**src/rtl/frame_accumulator.sv**
```systemverilog
// Frame accumulator: sums FRAME_LEN multiply-add results into one tagged
// frame total and queues the totals in a small output FIFO.

// Generic synchronous FIFO with a registered occupancy count.
// Latency: a push is visible at the head in the cycle after the write edge.
// Backpressure: push_rdy drops when full; pop_dat reads as zero when empty.
module fifo #(
    parameter int WIDTH = 8,
    parameter int DEPTH = 2
) (
    input  logic             clock,
    input  logic             reset,
    input  logic             push_vld,
    input  logic [WIDTH-1:0] push_dat,
    output logic             push_rdy,
    output logic             pop_vld,
    output logic [WIDTH-1:0] pop_dat,
    input  logic             pop_rdy
);
    localparam int AW = (DEPTH > 1) ? $clog2(DEPTH) : 1;
    localparam int CW = $clog2(DEPTH + 1);

    logic [WIDTH-1:0] mem [DEPTH];
    logic [AW-1:0]    wr_ptr;
    logic [AW-1:0]    rd_ptr;
    logic [CW-1:0]    count;
    logic             do_push;
    logic             do_pop;

    function automatic logic [AW-1:0] next_ptr(input logic [AW-1:0] p);
        return (p == AW'(DEPTH - 1)) ? '0 : p + AW'(1);
    endfunction

    assign push_rdy = (count != CW'(DEPTH));
    assign pop_vld  = (count != '0);
    assign pop_dat  = pop_vld ? mem[rd_ptr] : '0;
    assign do_push  = push_vld && push_rdy;
    assign do_pop   = pop_vld && pop_rdy;

    always_ff @(posedge clock) begin
        if (do_push) begin
            mem[wr_ptr] <= push_dat;
        end
    end

    always_ff @(posedge clock) begin
        if (reset) begin
            wr_ptr <= '0;
            rd_ptr <= '0;
            count  <= '0;
        end else begin
            if (do_push) begin
                wr_ptr <= next_ptr(wr_ptr);
            end
            if (do_pop) begin
                rd_ptr <= next_ptr(rd_ptr);
            end
            // Simultaneous push and pop leave the occupancy unchanged.
            if (do_push && !do_pop) begin
                count <= count + CW'(1);
            end else if (do_pop && !do_push) begin
                count <= count - CW'(1);
            end
        end
    end
endmodule

// Accumulates FRAME_LEN input beats into a 10-bit sum tagged with a 4-bit frame number.
// Latency: sum_valid rises in the cycle after the frame's last beat is accepted.
// Backpressure: in_ready depends only on FIFO occupancy; a full FIFO stalls every beat.
module frame_accumulator #(
    parameter int FRAME_LEN = 4,
    parameter int DEPTH     = 2
) (
    input  logic       clock,
    input  logic       reset,
    input  logic [7:0] in_data,
    input  logic       in_valid,
    output logic       in_ready,
    output logic [9:0] sum_data,
    output logic [3:0] sum_tag,
    output logic       sum_valid,
    input  logic       sum_ready
);
    typedef struct packed {
        logic [9:0] sum;
        logic [3:0] tag;
    } sum_t;

    logic [1:0] idx;
    logic [9:0] acc;
    logic [3:0] frame_tag;
    logic       beat_vld;
    logic       last_beat;
    logic [9:0] next_sum;
    sum_t       push_dat;
    sum_t       head_dat;
    logic       push_rdy;

    assign beat_vld  = in_valid && in_ready;
    assign last_beat = (idx == 2'(FRAME_LEN - 1));
    // The first beat of a frame overwrites whatever the accumulator held.
    assign next_sum  = ((idx == 2'd0) ? 10'd0 : acc) + {2'b00, in_data};
    assign push_dat  = '{sum: next_sum, tag: frame_tag};
    assign in_ready  = push_rdy;

    always_ff @(posedge clock) begin
        if (reset) begin
            idx       <= 2'd0;
            acc       <= 10'd0;
            frame_tag <= 4'd0;
        end else if (beat_vld) begin
            acc <= next_sum;
            if (last_beat) begin
                idx       <= 2'd0;
                frame_tag <= frame_tag + 4'd1;
            end else begin
                idx <= idx + 2'd1;
            end
        end
    end

    fifo #(
        .WIDTH ($bits(sum_t)),
        .DEPTH (DEPTH)
    ) u_sum_fifo (
        .clock    (clock),
        .reset    (reset),
        .push_vld (beat_vld && last_beat),
        .push_dat (push_dat),
        .push_rdy (push_rdy),
        .pop_vld  (sum_valid),
        .pop_dat  (head_dat),
        .pop_rdy  (sum_ready)
    );

    assign sum_data = head_dat.sum;
    assign sum_tag  = head_dat.tag;
endmodule

```
**config.mk**
```make
export PLATFORM = sky130hd
export DESIGN_NAME = frame_accumulator
export DESIGN_NICKNAME = d
export VERILOG_FILES = /design/src/rtl/frame_accumulator.sv
export SDC_FILE = /design/constraint.sdc
export NUM_CORES = 1
export LEC_CHECK = 0
export ABC_AREA = 1
export CORE_MARGIN = 3
export CORE_UTILIZATION = 40
export CTS_BUF_LIST = sky130_fd_sc_hd__clkbuf_16
export CTS_CLUSTER_DIAMETER = 200
export DETAILED_ROUTE_END_ITERATION = 10
export GPL_TIMING_DRIVEN = 0
export SYNTH_ARGS = -nofsm -noshare
export SYNTH_HDL_FRONTEND = slang
export SYNTH_SLANG_ARGS = --single-unit
```
**constraint.sdc**
```tcl
create_clock -name clock -period 2.1 [get_ports clock]
set_input_delay 0.63 -clock clock [delete_from_list [all_inputs] [get_ports clock]]
set_output_delay 0.63 -clock clock [all_outputs]
set_load 0.1 [all_outputs]
```
==> results of run 1 <==
[cells by family after synthesis]
family          Yosys count  share of synthesized area [%]
buf+inv                  50                           7.92
xor+xnor                  4                           1.46
fa+ha+maj                13                           7.09
flops                    49                           52.5
compound gates           58                           12.9
simple gates            111                           18.1
[flip-flops by register name (all words and copies together), names as in the netlist, named ones only]
name	cells
acc	10
frame_tag	4
u_sum_fifo.mem	28
u_sum_fifo.count	2
u_sum_fifo.rd_ptr	1
idx	2
u_sum_fifo.wr_ptr	1
[layer usage]
| layer | vias to the layer above | wire (µm) | GRT usage (%) | part of all wire (%) |
|---|---|---|---|---|
| met5 | - | 0 | 0 | 0 |
| met4 | 0 | 74 | 5.26 | 1.5 |
| met3 | 5 | 206 | 2.67 | 4.1 |
| met2 | 29 | 2400 | 24.6 | 48 |
| met1 | 857 | 2350 | 19.1 | 47 |
| li1 | 996 | - | - | - |
[timing repair]
| action | CTS | global route |
|---|---|---|
| gates resized for setup | 127 | 35 |
| setup endpoints to repair | 61 | 60 |
| pin swaps | 8 | 6 |
| buffers inserted | 4 | 0 |
[where the power goes]
| group | total (mW) | internal (mW) | switching, mW |
|---|---|---|---|
| registers | 1.13 | 1.09 | 0.0364 |
| clock network | 1.04 | 0.687 | 0.354 |
| logic | 1.38 | 0.404 | 0.972 |
| total | 3.55 | 2.18 | 1.36 |
[worst max-delay path by stage]
stage                              from              endpoint  cells past startpoint
floorplan           u_sum_fifo.count[1]           sum_data[9]                      2
global placement    u_sum_fifo.count[1]           sum_data[0]                      4
detailed placement  u_sum_fifo.count[1]           sum_data[0]                      4
CTS                            in_valid  u_sum_fifo.mem[1][8]                      4
global route                 in_data[1]                acc[6]                      9
finish                       in_data[1]                acc[6]                      9
[placed cells by master, fill, tap and decap left out, types with 3 or more instances in the layout]
master and n:
dfxtp_2 3, buf_4 5, inv_2 6, nand3_1 9, buf_6 4, a21oi_1 23, ha_1 8, a21oi_2 4
dfxtp_1 18, clkbuf_4 3, buf_2 3, o21ai_0 16, nand2_2 7, nand2_1 65, edfxtp_1 28, a21oi_4 10
inv_1 36, clkbuf_16 6, nor2_4 3, nor2_1 21, clkdlybuf4s50_1 9, buf_8 6
[through the flow]
stage	hold slack [ps]	worst slack (ps)	std cells	setup TNS [ps]
finish	457	45.4	394	0
global route	476	-40.9	394	-180
CTS	462	-12.3	394	-234
detailed placement	452	-1260	383	-44140
global placement	442	-1260	383	-43980
floorplan	430	-520	285	-4140
[layout make-up]
cell class	instances	area share, %
flip-flops and latches	49	38.5
multi-input cells	186	36.2
repair buffers	30	9.90
inverters	43	5.03
clock buffers	5	3.81
well taps	72	2.74
clock inverters	3	2.10
plain buffers	6	1.71
[worst register-to-register path, cell delays in order, from the launching register on]
cell and delay, ps:
dfxtp_1 350, inv_2 60, ha_4 170, buf_12 130
nor2_1 110, ha_2 330, a21oi_2 180, nor2_1 70
nor2_2 150, nand2_1 80, nand2_2 70, nand2_2 70
==> qor.csv, run 1 <==
metric;value;unit
status;finished, final reports clean;
Hold Crit Class;reg -> reg;
GPL Wtd Cong;0.790;
Seq/Total Area, Yosys;52.5;%
PwrDens;1080;mW/mm²
synthesized area;0.00240;mm²
count leader, synth;nand2_1;
cells after synthesis;285;
syn_nets;310;
Critical-path top delay cell;clkdlybuf4s50_1;
Fin. Hold Viols;0;
Fillers;508;
Max Buffers Root-to-Sink;2;
total power;3.55;mW
syn avg cell area;8.42;µm²
chip width;83.5;µm
via count;1887;
worst reg2reg path endpoint;u_sum_fifo.mem[0][12];
worst hold stages;2;
Starting Density;42.6;%
clock sinks;49;
max_cap viols;0;
critical path fanouts, max;3;
share of cells above drive strength 1;24.8;%
DR WL/cell;12.8;µm
overall die area;0.00697;mm²
hold endpoint;acc[2];
CP delay by family, top;buffers and inverters;
drt pass-1 iters;4;
Total GRT Usage;14.7;%
gr ovfl total;0;
Worst Setup Start Kind;input pin;
diode count;0;
Hold-fix buffers, CTS;0;
min-delay src;acc[2];
Rel. slew slack;67.6;%
H-Tree Depth;2;
R2R cell count;11;
Leakage Power;1.37;nW
TritonCTS clock tree;done;
Cell Chain, Critical Path;clkdlybuf4s50_1 > inv_1 > fa_2 > o21ai_4 > nand2_1 > nand3_1 > nand2_2 > o21ai_2 > inv_1;
synth cell count leaders;72 x nand2_1, 42 x inv_1, 37 x a21oi_1;
largest stage delay on the critical path;480;ps
critical path capture point type;register;
Slew @ Worst Pin;486;ps
R2R Setup Slk;80;ps
Detailed Place HPWL;3.48;mm
post-route minimum period;2050;ps
# port buffers;26;
top cell type by total area after synthesis;edfxtp_1;
antenna violations before repair;0;
async set or reset register ratio after synthesis;0;%
largest net degree at the start of global routing;17;
WL final;5.03;mm
DIE HEIGHT;83.5;µm
1st-iter DRT viols;39;
final slew viol count;0;
Via density;4.79;
final-stage net count;346;
Max VDD drop;575;µV
Synth cell types;21;
CP arrival;2240;ps
FF-to-FF Start;idx[1];
Clock Tree Root;clkbuf_16;
first-pass GRT wire length;8.17;mm
vias in the first global route;1769;
Final period util;97.8;%
Bufs and invs on worst path;3;
design area;0.00328;mm²
DRT antenna net count;0;
fmax;487;MHz
crit-path most repeated cell;inv_1;
Multi-input gate area;0.00119;mm²
Final Skew;3.72;ps
Ys Warns;0;
RSZ-0062 raised after global routing;true;
Layout area overhead;36.8;%
TritonCTS Buffers;5;
FF+latch count, synth;49;
post-synth top area share;35.0;%
Worst-Skew Late Latency;280;ps
CP required;2280;ps
synth top area cells;edfxtp_1 35%, dfxtp_1 18%, nand2_1 11%, a21oi_1 7.7%, inv_1 6.6%;
I/O pins;28;
CTS clk-pin slew, worst paths;70;ps
DRC viols;0;
final setup vio count;0;
Post-DP Area;0.00287;mm²
post-layout util;58.2;%
Rows;27;
Core ar.;0.00564;mm²
Post-synth top flop;edfxtp_1;
FF+latch area;0.00126;mm²
EDFF count, synth;28;
critical path type;in -> reg;
(Power assumes the default switching activity.)
==> run 2: changes to the inputs <==
Settings changed: SLEW_MARGIN set to 20.
==> run 2 against run 1 <==
Combinational power barely moved. Routed wire length down 0.44%. Hold slack worse by 4.5 ps. Power increased by 0.33%. Final cell count up 1.3%. Sequential cell count unchanged. Die area unchanged. Maximum frequency down 1.0%. Via count increased by 0.26%. Critical path depth shrank 3. Non-clock buffer count up 5. Highest routed layer unchanged.
==> qor.csv, run 2 (synthesized netlist as in run 1, its figures left out) <==
metric;value;unit;change
Detailed Place HPWL;3.46;mm;-0.66%
Final Non-Filler Cells;399;;+1.3%
Top Registers;u_sum_fifo.mem: 28 flops, acc: 10 flops, frame_tag: 4 flops;;
gr ovfl total;0;;unchanged
final slew viol count;0;;unchanged
placed insts;383;;unchanged
share of cells above drive strength 1;26.3;%;+1.5 points
drt pass-1 iters;4;;unchanged
FF-to-FF Start;idx[1];;
R2R cell count;9;;-2
Fin. Hold Viols;0;;unchanged
uppermost layer routed;met4;;
via count;1892;;+0.26%
I/O pins;28;;unchanged
Clock Tree Root;clkbuf_16;;
post-route minimum period;2080;ps;+20.9 ps
Core ar.;0.00564;mm²;unchanged
hold endpoint;acc[2];;
commonest cells after routing, fill and taps aside;65 x nand2_1, 37 x inv_1, 28 x edfxtp_1, 23 x a21oi_1, 21 x nor2_1;;
DIE HEIGHT;83.5;µm;unchanged
worst reg2reg path endpoint;acc[2];;
vias in the first global route;1801;;+1.8%
RSZ-0062 raised after global routing;true;;
number of flip-flops in the largest register;28;;unchanged
status;finished, final reports clean;;
WL final;5.01;mm;-0.44%
Layout area overhead;38.6;%;
overall die area;0.00697;mm²;unchanged
Slew @ Worst Pin;484;ps;-1.82 ps
pre-CTS setup slack;-941;ps;+320 ps
H-Tree Depth;2;;unchanged
max_cap viols;0;;unchanged
Detail Route met3 WL;157;µm;-24%
Worst Setup Start Kind;input pin;;
fmax;482;MHz;-1.0%
Fillers;485;;-4.5%
Via density;4.74;;-0.99%
GPL Wtd Cong;0.790;;unchanged
Rows;27;;unchanged
DR WL/cell;12.6;µm;-1.7%
Post-DP Area;0.00288;mm²;+0.22%
final setup vio count;0;;unchanged
diode count;0;;unchanged
DRC viols;0;;unchanged
Max VDD drop;587;µV;+2.2%
most common cell after layout, fill and taps aside;nand2_1;;
clock sinks;49;;unchanged
WL met1;2.40;mm;+2.2%
Starting Density;42.6;%;unchanged
Final Skew;8.13;ps;+4.41 ps
R2R Setup Slk;80;ps;about the same
CP required;2320;ps;+40 ps
setup ws final;24.5;ps;-20.9 ps
critical path fanouts, max;3;;unchanged
Hold Crit Class;reg -> reg;;
worst hold stages;2;;unchanged
design area;0.00333;mm²;+1.3%
Hold-fix buffers, CTS;0;;unchanged
# port buffers;26;;unchanged
largest net degree at the start of global routing;17;;unchanged
Most flops, register;u_sum_fifo.mem;;
first-pass GRT wire length;8.26;mm;+1.1%
critical path capture point type;register;;
Leakage Power;1.40;nW;+1.7%
TritonCTS Buffers;5;;unchanged
final-stage net count;351;;+1.4%
post-layout util;59.0;%;+0.75 points
critical path type;in -> reg;;
Rel. slew slack;67.7;%;+0.12 points
Final period util;98.8;%;+1.0 points
DRT antenna net count;0;;unchanged
Worst-Skew Late Latency;290;ps;about the same
antenna violations before repair;0;;unchanged
CTS clk-pin slew, worst paths;70;ps;about the same
Total GRT Usage;14.8;%;+0.080 points
min-delay src;acc[2];;
Max Buffers Root-to-Sink;2;;unchanged
1st-iter DRT viols;70;;+79%
met2 routed WL;2.39;mm;-0.67%
total power;3.56;mW;+0.33%
PwrDens;1070;mW/mm²;-0.95%
chip width;83.5;µm;unchanged
CP arrival;2300;ps;+60 ps
TritonCTS clock tree;done;;
## run 2: changes by cell type in the layout (fill, tap and decap cells not counted), sizes merged
cell	previous run	this run
buf	21	28
clkbuf	10	8
## run 2: worst max-delay path, stage by stage
cell and delay, ps:
clkdlybuf4s50_1 490, inv_1 70, fa_2 430, xnor2_1 360, o21ai_0 190, a21oi_1 130
## run 2: per-stage QoR
step                      TNS, ps  hold slack [ps]
final                           0              452
after global routing        -47.9              468
after CTS                    -261              458
after detailed placement   -32050              448
after global placement     -43980              442
after floorplan             -4140              430
## run 2: cell type report
type	instances	area, µm²	share of cell area [%]
repair buffers	35	352	10.6
plain buffers	6	58.8	1.77
well taps	72	90.1	2.71
clock buffers	5	125	3.76
multi-input cells	186	1200	36.1
flip-flops and latches	49	1270	38.1
clock inverters	3	68.8	2.07
inverters	43	165	4.96
## run 2: worst max path at each step
stage,from,to
6_report,in_data[1],acc[2]
5_1_grt,in_data[1],acc[6]
4_1_cts,in_valid,u_sum_fifo.mem[1][8]
3_5_place_dp,register,sum_data[5]
3_3_place_gp,u_sum_fifo.count[1],sum_data[0]
2_1_floorplan,u_sum_fifo.count[1],sum_data[9]
## run 2: power by group
part,internal (mW),switching [mW]
Combinational,0.409,0.976
Clock,0.687,0.357
Sequential,1.10,0.0355
Total,2.19,1.37
## run 2: per-layer routing
metal	vias up	track usage, %
met1	859	19.1
li1	1005	-
met5	-	0
met2	23	24.9
met4	0	4.97
met3	5	2.86
## run 2: repair_timing
item | 4_1_cts | 5_1_grt
pin swaps | 8 | 5
setup endpoints to repair | 61 | 64
resized for setup | 123 | 37
setup buffers | 5 | 4
==> run 3: changes to the inputs <==
Settings changed: PLACE_DENSITY set to 0.68.
==> run 3 against run 2 <==
Worst setup slack better by 26 ps. Register-to-register slack worse by 20 ps. Final cell count is 1.0% higher. Critical path type is now reg -> out. Largest power group unchanged. Non-clock buffer count grew 4. Die area is the same.
==> qor.csv, run 3 (synthesized netlist as in run 1, its figures left out) <==
metric;value;unit;change
Starting Density;42.6;%;unchanged
first-pass GRT wire length;8.02;mm;-2.8%
pre-CTS setup slack;-1140;ps;-203 ps
number of flip-flops in the largest register;28;;unchanged
Total GRT Usage;14.3;%;-0.49 points
critical path type;reg -> out;;
post-route minimum period;2050;ps;-25.8 ps
CP arrival;1420;ps;-880 ps
diode count;0;;unchanged
Fin. Hold Viols;0;;unchanged
TritonCTS Buffers;5;;unchanged
commonest cells after routing, fill and taps aside;64 x nand2_1, 36 x inv_1, 28 x edfxtp_1, 23 x a21oi_1, 20 x nor2_1;;
chip width;83.5;µm;unchanged
final-stage net count;355;;+1.1%
drt pass-1 iters;4;;unchanged
DIE HEIGHT;83.5;µm;unchanged
Fin Setup TNS;0;ps;unchanged
Clock Tree Root;clkbuf_16;;
Slew @ Worst Pin;571;ps;+87.4 ps
DR WL/cell;12.6;µm;+0.39%
DRT antenna net count;0;;unchanged
Layout area overhead;39.6;%;
status;finished, final reports clean;;
Top Registers;u_sum_fifo.mem: 28 flops, acc: 10 flops, frame_tag: 4 flops;;
WL final;5.08;mm;+1.4%
Core ar.;0.00564;mm²;unchanged
Final period util;97.6;%;-1.2 points
Rel. slew slack;61.9;%;-5.8 points
I/O pins;28;;unchanged
Worst Setup Start Kind;register;;
antenna violations before repair;0;;unchanged
Post-DP Area;0.00289;mm²;+0.35%
largest net degree at the start of global routing;17;;unchanged
overall die area;0.00697;mm²;unchanged
vias in the first global route;1753;;-2.7%
Hold-fix buffers, CTS;0;;unchanged
Rows;27;;unchanged
CTS clk-pin slew, worst paths;60;ps;about the same
Worst-Skew Late Latency;290;ps;about the same
setup ws final;50.3;ps;+25.8 ps
max_cap viols;0;;unchanged
GPL Wtd Cong;0.850;;+7.5%
critical path capture point type;primary output;;
Hold Crit Class;reg -> reg;;
Detailed Place HPWL;3.41;mm;-1.4%
share of cells above drive strength 1;28.7;%;+2.4 points
PwrDens;1010;mW/mm²;-5.3%
final slew viol count;0;;unchanged
clock sinks;49;;unchanged
Max VDD drop;686;µV;+17%
final setup vio count;0;;unchanged
Most flops, register;u_sum_fifo.mem;;
DRC viols;0;;unchanged
design area;0.00335;mm²;+0.75%
via count;1996;;+5.5%
CP required;1470;ps;-850 ps
TritonCTS clock tree;done;;
Hold WS;460;ps;+7.94 ps
gr ovfl total;0;;unchanged
fmax;488;MHz;+1.3%
Via density;4.95;;+4.4%
Leakage Power;1.41;nW;+1.2%
most common cell after layout, fill and taps aside;nand2_1;;
critical path fanouts, max;6;;+3
Fillers;460;;-5.2%
1st-iter DRT viols;102;;+46%
# port buffers;26;;unchanged
H-Tree Depth;2;;unchanged
Max Buffers Root-to-Sink;2;;unchanged
post-layout util;59.4;%;+0.44 points
Final Skew;4.86;ps;-3.27 ps
==> run 3: cell types whose count changed in the layout (fill, tap and decap cells not counted), moves of 2 or more <==
cell       before  now
buf_2           3    5
buf_6           6    3
buf_8           3    7
bufinv_16       2    0
==> run 3: final cells by class <==
class	instances	area [µm²]	share of cell area, %
sequential	49	1270	37.9
clock buffer	5	125	3.73
timing repair buffer	39	414	12.4
tap	72	90.1	2.69
inverter	43	165	4.93
multi-input combinational	186	1210	36.2
clock inverter	3	21.3	0.635
buffer	6	52.6	1.57
==> run 3: final timing paths <==
check | startpoint | end | slack, ps | cells after the start
setup / recovery | u_sum_fifo.count[1] | sum_data[2] | 50 | 5
hold / removal | acc[0] | acc[0] | 460 | 2
setup reg to reg | idx[0] | acc[5] | 60 | 12
hold reg to reg | acc[0] | acc[0] | 460 | 2
==> run 3: per-layer routing <==
layer	GRT usage [%]	wire length (µm)	vias up
li1	-	-	1021
met1	18.6	2270	921
met2	24.3	2450	48
met3	2.67	293	6
met4	4.39	65	0
met5	0	0	-
==> run 3: worst max-delay path, stage by stage, from the launching register on <==
cell and delay, ps:
dfxtp_4 370, nor2_4 220, clkbuf_16 200, buf_8 130
a21oi_4 40, buf_8 170
==> run 3: report_power, final <==
group | internal [mW] | switching [mW]
Sequential | 1.10 | 0.0353
Clock | 0.443 | 0.343
Combinational | 0.478 | 0.997
==> run 3: repair_timing <==
item / CTS / global route
buffers inserted: 10 / 2
gates resized for setup: 120 / 48
pin swaps: 8 / 9
endpoints found under the setup margin: 58 / 61
==> run 3: stage by stage <==
stage	cells	power [mW]
2_1_floorplan	285	2.10
3_3_place_gp	383	2.36
3_5_place_dp	384	2.38
4_1_cts	401	3.29
5_1_grt	403	3.53
6_report	403	3.39
